File: src/rtl/settings_frame_receiver.sv
// Collects the 5-byte settings frame (command + 32-bit LE value) into the handler buffer RAM,
// pulses handler_start, then reports per-frame ok/error status from the handler outcome.
module settings_frame_receiver #(
  parameter int TIMEOUT_CYCLES = 1_000_000
) (
  input  logic       clk,
  input  logic       rst,
  input  logic       rx_valid,
  input  logic [7:0] rx_data,
  output logic       buf_wr_en,
  output logic [2:0] buf_wr_addr,
  output logic [7:0] buf_wr_data,
  output logic       handler_start,
  input  logic       handler_done,
  input  logic       handler_error,
  output logic       frame_ok,
  output logic       frame_err,
  output logic [1:0] err_code,
  output logic       busy
);
  typedef enum logic [1:0] {IDLE, COLLECT, DISPATCH, WAIT} state_t;

  localparam logic [31:0] TMO_LAST    = 32'(TIMEOUT_CYCLES - 1);
  localparam logic [2:0]  LAST_BYTE   = 3'd4;
  localparam logic [1:0]  ERR_TIMEOUT = 2'd1;
  localparam logic [1:0]  ERR_HANDLER = 2'd2;
  localparam logic [1:0]  ERR_OVERRUN = 2'd3;

  state_t      state, state_nxt;
  logic [2:0]  count;
  logic [31:0] tmo_cnt;
  logic        overrun;
  logic        tmo_hit;
  logic        resolve;

  logic        wr_en_d;
  logic [2:0]  wr_addr_d;
  logic [7:0]  wr_data_d;
  logic        start_d;
  logic        ok_d;
  logic        err_d;
  logic [1:0]  code_d;

  // Firing one count early makes the status land exactly TIMEOUT_CYCLES after the reference edge.
  assign tmo_hit = (tmo_cnt >= TMO_LAST);
  // handler_start is still high in the first WAIT cycle, which masks stale done/error there.
  assign resolve = (state == WAIT) && !handler_start && (handler_done || handler_error);

  always_ff @(posedge clk or posedge rst) begin
    if (rst) state <= IDLE;
    else     state <= state_nxt;
  end

  always_comb begin
    state_nxt = state;
    case (state)
      IDLE:     if (rx_valid) state_nxt = COLLECT;
      COLLECT: begin
        if (rx_valid) begin
          if (count == LAST_BYTE) state_nxt = DISPATCH;
        end else if (tmo_hit) begin
          state_nxt = IDLE;
        end
      end
      DISPATCH: state_nxt = handler_error ? IDLE : WAIT;
      WAIT:     if (resolve || tmo_hit) state_nxt = IDLE;
      default:  state_nxt = IDLE;
    endcase
  end

  always_comb begin
    wr_en_d   = 1'b0;
    wr_addr_d = buf_wr_addr;
    wr_data_d = buf_wr_data;
    start_d   = 1'b0;
    ok_d      = 1'b0;
    err_d     = 1'b0;
    code_d    = err_code;
    case (state)
      IDLE: begin
        if (rx_valid) begin
          wr_en_d   = 1'b1;
          wr_addr_d = 3'd0;
          wr_data_d = rx_data;
        end
      end
      COLLECT: begin
        if (rx_valid) begin
          wr_en_d   = 1'b1;
          wr_addr_d = count;
          wr_data_d = rx_data;
        end else if (tmo_hit) begin
          err_d  = 1'b1;
          code_d = ERR_TIMEOUT;
        end
      end
      DISPATCH: begin
        if (handler_error) begin
          err_d  = 1'b1;
          code_d = ERR_HANDLER;
        end else begin
          start_d = 1'b1;
        end
      end
      WAIT: begin
        if (resolve) begin
          if (handler_error) begin
            err_d  = 1'b1;
            code_d = ERR_HANDLER;
          end else if (overrun) begin
            err_d  = 1'b1;
            code_d = ERR_OVERRUN;
          end else begin
            ok_d = 1'b1;
          end
        end else if (tmo_hit) begin
          err_d  = 1'b1;
          code_d = ERR_TIMEOUT;
        end
      end
      default: ;
    endcase
  end

  always_ff @(posedge clk or posedge rst) begin
    if (rst) begin
      buf_wr_en     <= 1'b0;
      buf_wr_addr   <= 3'd0;
      buf_wr_data   <= 8'd0;
      handler_start <= 1'b0;
      frame_ok      <= 1'b0;
      frame_err     <= 1'b0;
      err_code      <= 2'd0;
      busy          <= 1'b0;
    end else begin
      buf_wr_en     <= wr_en_d;
      buf_wr_addr   <= wr_addr_d;
      buf_wr_data   <= wr_data_d;
      handler_start <= start_d;
      frame_ok      <= ok_d;
      frame_err     <= err_d;
      err_code      <= code_d;
      busy          <= (state_nxt != IDLE);
    end
  end

  always_ff @(posedge clk or posedge rst) begin
    if (rst) begin
      count   <= 3'd0;
      tmo_cnt <= 32'd0;
      overrun <= 1'b0;
    end else begin
      case (state)
        IDLE:    count <= rx_valid ? 3'd1 : 3'd0;
        COLLECT: if (rx_valid && count <= LAST_BYTE) count <= count + 3'd1;
        default: ;
      endcase

      if (state == IDLE || state == DISPATCH || (state == COLLECT && rx_valid))
        tmo_cnt <= 32'd0;
      else if (tmo_cnt != '1)
        tmo_cnt <= tmo_cnt + 32'd1;

      // Bytes arriving while the handler owns the buffer are dropped and poison the frame.
      if (state_nxt == IDLE)
        overrun <= 1'b0;
      else if (rx_valid && (state == DISPATCH || state == WAIT))
        overrun <= 1'b1;
    end
  end

endmodule
File: config.mk
export PLATFORM = sky130hd
export DESIGN_NAME = settings_frame_receiver
export DESIGN_NICKNAME = d
export VERILOG_FILES = /design/src/rtl/settings_frame_receiver.sv
export SDC_FILE = /design/constraint.sdc
export NUM_CORES = 1
export LEC_CHECK = 0
export ABC_AREA = 1
export CAP_MARGIN = 20
export CORE_MARGIN = 4
export CORE_UTILIZATION = 40
export CTS_BUF_LIST = sky130_fd_sc_hd__clkbuf_4
export CTS_CLUSTER_SIZE = 10
export DETAILED_ROUTE_END_ITERATION = 10
export GPL_TIMING_DRIVEN = 1
export HOLD_SLACK_MARGIN = 0.05
export MAX_ROUTING_LAYER = met4
export PLACE_DENSITY = 0.66
export SLEW_MARGIN = 20
export SYNTH_ARGS = -nofsm -noshare
export SYNTH_HDL_FRONTEND = slang
export SYNTH_SLANG_ARGS = --single-unit
export TNS_END_PERCENT = 50
File: constraint.sdc
create_clock -name clk -period 2.27 [get_ports clk]
set_clock_uncertainty 0.15 [all_clocks]
set_input_delay 0.454 -clock clk [delete_from_list [all_inputs] [get_ports clk]]
set_output_delay 0.454 -clock clk [all_outputs]
set_load 0.01 [all_outputs]
==> results.sh, run 1 <==
export IMPL_hold_path_class="in -> async"
export IMPL_fin_ws_ns=0.194
export IMPL_crit_top_cell="inv_1"
export IMPL_rrSetupSlack_ns=0.19
export IMPL_clk_pin_slew_ns=0.16
export IMPL_crit_slowest_cell="dfrtp_1"
export IMPL_cap_violations=0
export IMPL_arrival_ns=2.24
export IMPL_num_antenna_cells=0
export IMPL_p_int_w=0.00188
export IMPL_areaGrowthSynthToFinish_pct=17.9
export IMPL_wire_per_inst_um=13.2
export IMPL_finalWirelength_um=7220
export IMPL_clockPowerShare_pct=19.5
export IMPL_finalCritPeriodShare_pct=91.5
export IMPL_layout_drive_gt1_share_pct=11.5
export IMPL_clk_path_buf_depth=2
export IMPL_reg2reg_to="tmo_cnt[1]"
export IMPL_worst_r2r_cell_count=9
export IMPL_final_nets=460
export IMPL_drtIter0Drc=178
export IMPL_grt_pass1_wl_um=12600
export IMPL_met3_usage_pct=2.09
export IMPL_worstSetupPathType="reg -> reg"
export IMPL_post_route_util_pct=48.3
export IMPL_clk_latency_ns=0.38
export IMPL_path_max_fanout=16
export IMPL_p_sw_share_pct=35.7
export IMPL_slew_viol_final=0
export IMPL_dr_pass1_iters=5
export IMPL_final_common_cell="nand2_1"
export IMPL_yosys_most_used_dff="dfrtp_1"
export IMPL_combPwrFrac_pct=35.1
export IMPL_hold_violations=0
export IMPL_tightest_slew_ns=0.566
export IMPL_synth_edf_count=0
export IMPL_synth_fp_nets=421
export IMPL_initial_utilization_pct=41.0
export IMPL_synth_warnings=0
export IMPL_grt_pass1_vias=2679
export IMPL_setup_viol=0
export IMPL_rsz0062_at_grt="false"
export IMPL_die_x_um=96.8
export IMPL_grt_use_met2_pct=27.2
export IMPL_synth_area_um2=3150
export IMPL_leakage_nw=1.72
export IMPL_avgSynthCellArea_um2=7.78
export IMPL_grt_max_degree=57
export IMPL_ys_types=37
export IMPL_grtUsageTotal_pct=16.5
export IMPL_antenna_left=0
export IMPL_cts_sinks=56
export IMPL_root_buffer="clkbuf_4"
export IMPL_cts_buffers=5
export IMPL_critPathRequiredTime_ns=2.43
export IMPL_fin_crit_ns=2.08
export IMPL_synth_cells=405
export IMPL_nFillCells=763
export IMPL_busiest_layer="met2"
export IMPL_hold_buffers=0
export IMPL_cts_tree="built"
export IMPL_place_hpwl_um=5550
export IMPL_vias=2798
export IMPL_timing_fmax_ghz=0.482
export IMPL_place_ws_ns=-0.188
export IMPL_place_gp_congestion=0.898
export IMPL_place_port_buffers=30
export IMPL_fp_dieH_um=96.8
export IMPL_ys_ff_latch=56
export IMPL_relSlewSlack_pct=62.2
export IMPL_die_area_um2=9360
export IMPL_peakVddDrop_uv=593
export IMPL_outcome="complete, no violations"
export IMPL_grt_remaining_overflow=0
export IMPL_p_seq_share_pct=45.4
export IMPL_fp_row_count=32
export IMPL_avgViaCountPerCell=5.12
export IMPL_worst_setup_path_start_kind="flop"
export IMPL_drc_errors=0
export IMPL_coreArea_um2=7690
export IMPL_reg2reg_from="tmo_cnt[0]"
export IMPL_cp_cell_sequence="ha_1 > nand2_2 > nor2_4 > nand2_1 > inv_1 > nand3_1 > inv_1 > nand4_4 > o21ai_0"
export IMPL_p_switching_w=0.00104
export IMPL_io_pins=31
export IMPL_slowest_delay_ns=0.42
export IMPL_h_tree_depth=2
export IMPL_async_flop_share_pct=100
export IMPL_worst_setup_path_end_kind="flop"
export IMPL_antenna_found_initial=0
export IMPL_grt_met1_usage_pct=21.7
export IMPL_layout_common_cells="nand2_1, dfrtp_1, nor2_1"
export IMPL_p_per_area_nw_per_um2=788
export IMPL_yosysSeqAreaShare_pct=44.5
==> how the worst max path moves through the flow <==
stage	slack, ns	from	cells after the start	endpoint
6_report	0.19	tmo_cnt[0]	9	tmo_cnt[1]
5_1_grt	0.05	tmo_cnt[0]	14	busy
4_1_cts	0.05	tmo_cnt[0]	9	tmo_cnt[1]
3_5_place_dp	-0.19	rx_valid	6	tmo_cnt[1]
3_3_place_gp	-0.11	rx_valid	6	tmo_cnt[1]
2_1_floorplan	0.29	rst	1	buf_wr_addr[0]
==> cells in the mapped netlist, types with 3 or more instances <==
master | count | area (µm²)
nand2_1 | 89 | 334
clkbuf_1 | 3 | 11.3
nand4_1 | 8 | 50.1
o21ai_0 | 24 | 120
nand2_2 | 6 | 37.5
nor4_1 | 4 | 25.0
nand2_4 | 3 | 33.8
a21oi_1 | 8 | 40.0
o211ai_1 | 3 | 22.5
nor2_4 | 4 | 45.0
nor2_1 | 50 | 188
or2_2 | 3 | 18.8
inv_1 | 48 | 180
o21ai_1 | 7 | 35.0
ha_1 | 3 | 37.5
xor2_1 | 12 | 105
dfrtp_1 | 56 | 1400
inv_2 | 6 | 22.5
nor3_1 | 18 | 90.1
nand3_1 | 26 | 130
==> critical path, delay by kind of cell, from the launching register on <==
family / cells / cell delay, ns
buffers and inverters: 2 / 0.29
AND/OR/NAND/NOR: 5 / 0.66
adder cells (fa/ha/maj): 1 / 0.20
AO/OA/AOI/OAI: 1 / 0.26
flip-flops: 1 / 0.42
==> registers in the layout, summed over array words and instances, names as in the netlist <==
register,count
frame_ok,1
err_code,2
busy,1
frame_err,1
overrun,1
buf_wr_data,8
state,2
tmo_cnt,32
buf_wr_addr,3
buf_wr_en,1
count,3
handler_start,1
==> per-stage QoR <==
step	total power (W)	instance area [µm²]	TNS [ns]	std cells	hold slack [ns]
2_1_floorplan	0.00192	3150	0	405	0.328
3_3_place_gp	0.00236	3620	-0.432	539	0.306
3_5_place_dp	0.00238	3620	-0.961	539	0.312
4_1_cts	0.00296	3710	0	547	0.275
5_1_grt	0.00314	3720	0	547	0.321
6_report	0.00293	3720	0	547	0.279
==> cell type report <==
type | instances | area (µm²) | area share (%)
multi-input combinational | 289 | 1530 | 41.1
inverter | 54 | 203 | 5.45
sequential | 56 | 1400 | 37.7
clock inverter | 2 | 38.8 | 1.04
tap | 102 | 128 | 3.43
clock buffer | 6 | 45.0 | 1.21
timing repair buffer | 38 | 373 | 10.0
==> per-layer routing <==
metal  vias up  share of wire, %
li1       1390                 -
met1      1326                47
met2        75                48
met3         7               4.0
met4         0               1.3
met5         -                 0
==> power by group through the flow <==
stage	combinational [W]	clock, W	sequential (W)
4_1_cts	0.00104	0.000594	0.00133
5_1_grt	0.00116	0.000624	0.00136
6_report	0.00103	0.000571	0.00133
2_1_floorplan	0.000542	0	0.00137
3_3_place_gp	0.00102	0	0.00134
3_5_place_dp	0.00103	0	0.00135
==> repair_timing <==
item	4_1_cts	5_1_grt
endpoints found under the setup margin	0	8
resized for setup	0	1
setup buffers	0	0
==> kinds of logic (layout without fill, tap and decap cells) <==
family	count (synthesis)	count (layout)	share of synthesized area (%)
AOI/OAI and AO/OA	49	49	8.69
xor gates and xnor gates	14	14	3.89
adders and majority gates	3	3	1.19
and+or+nand+nor	223	223	34.4
buffers and inverters	60	100	7.34
DFF	56	56	44.5
Note: power is estimated with default switching activity, not from simulation.
==> run 2: changes to the inputs <==
Settings changed: CTS_CLUSTER_DIAMETER from default to 40.
==> results of run 2 <==
Same layout as run 1: the final DEF is identical, and so are final timing and power.
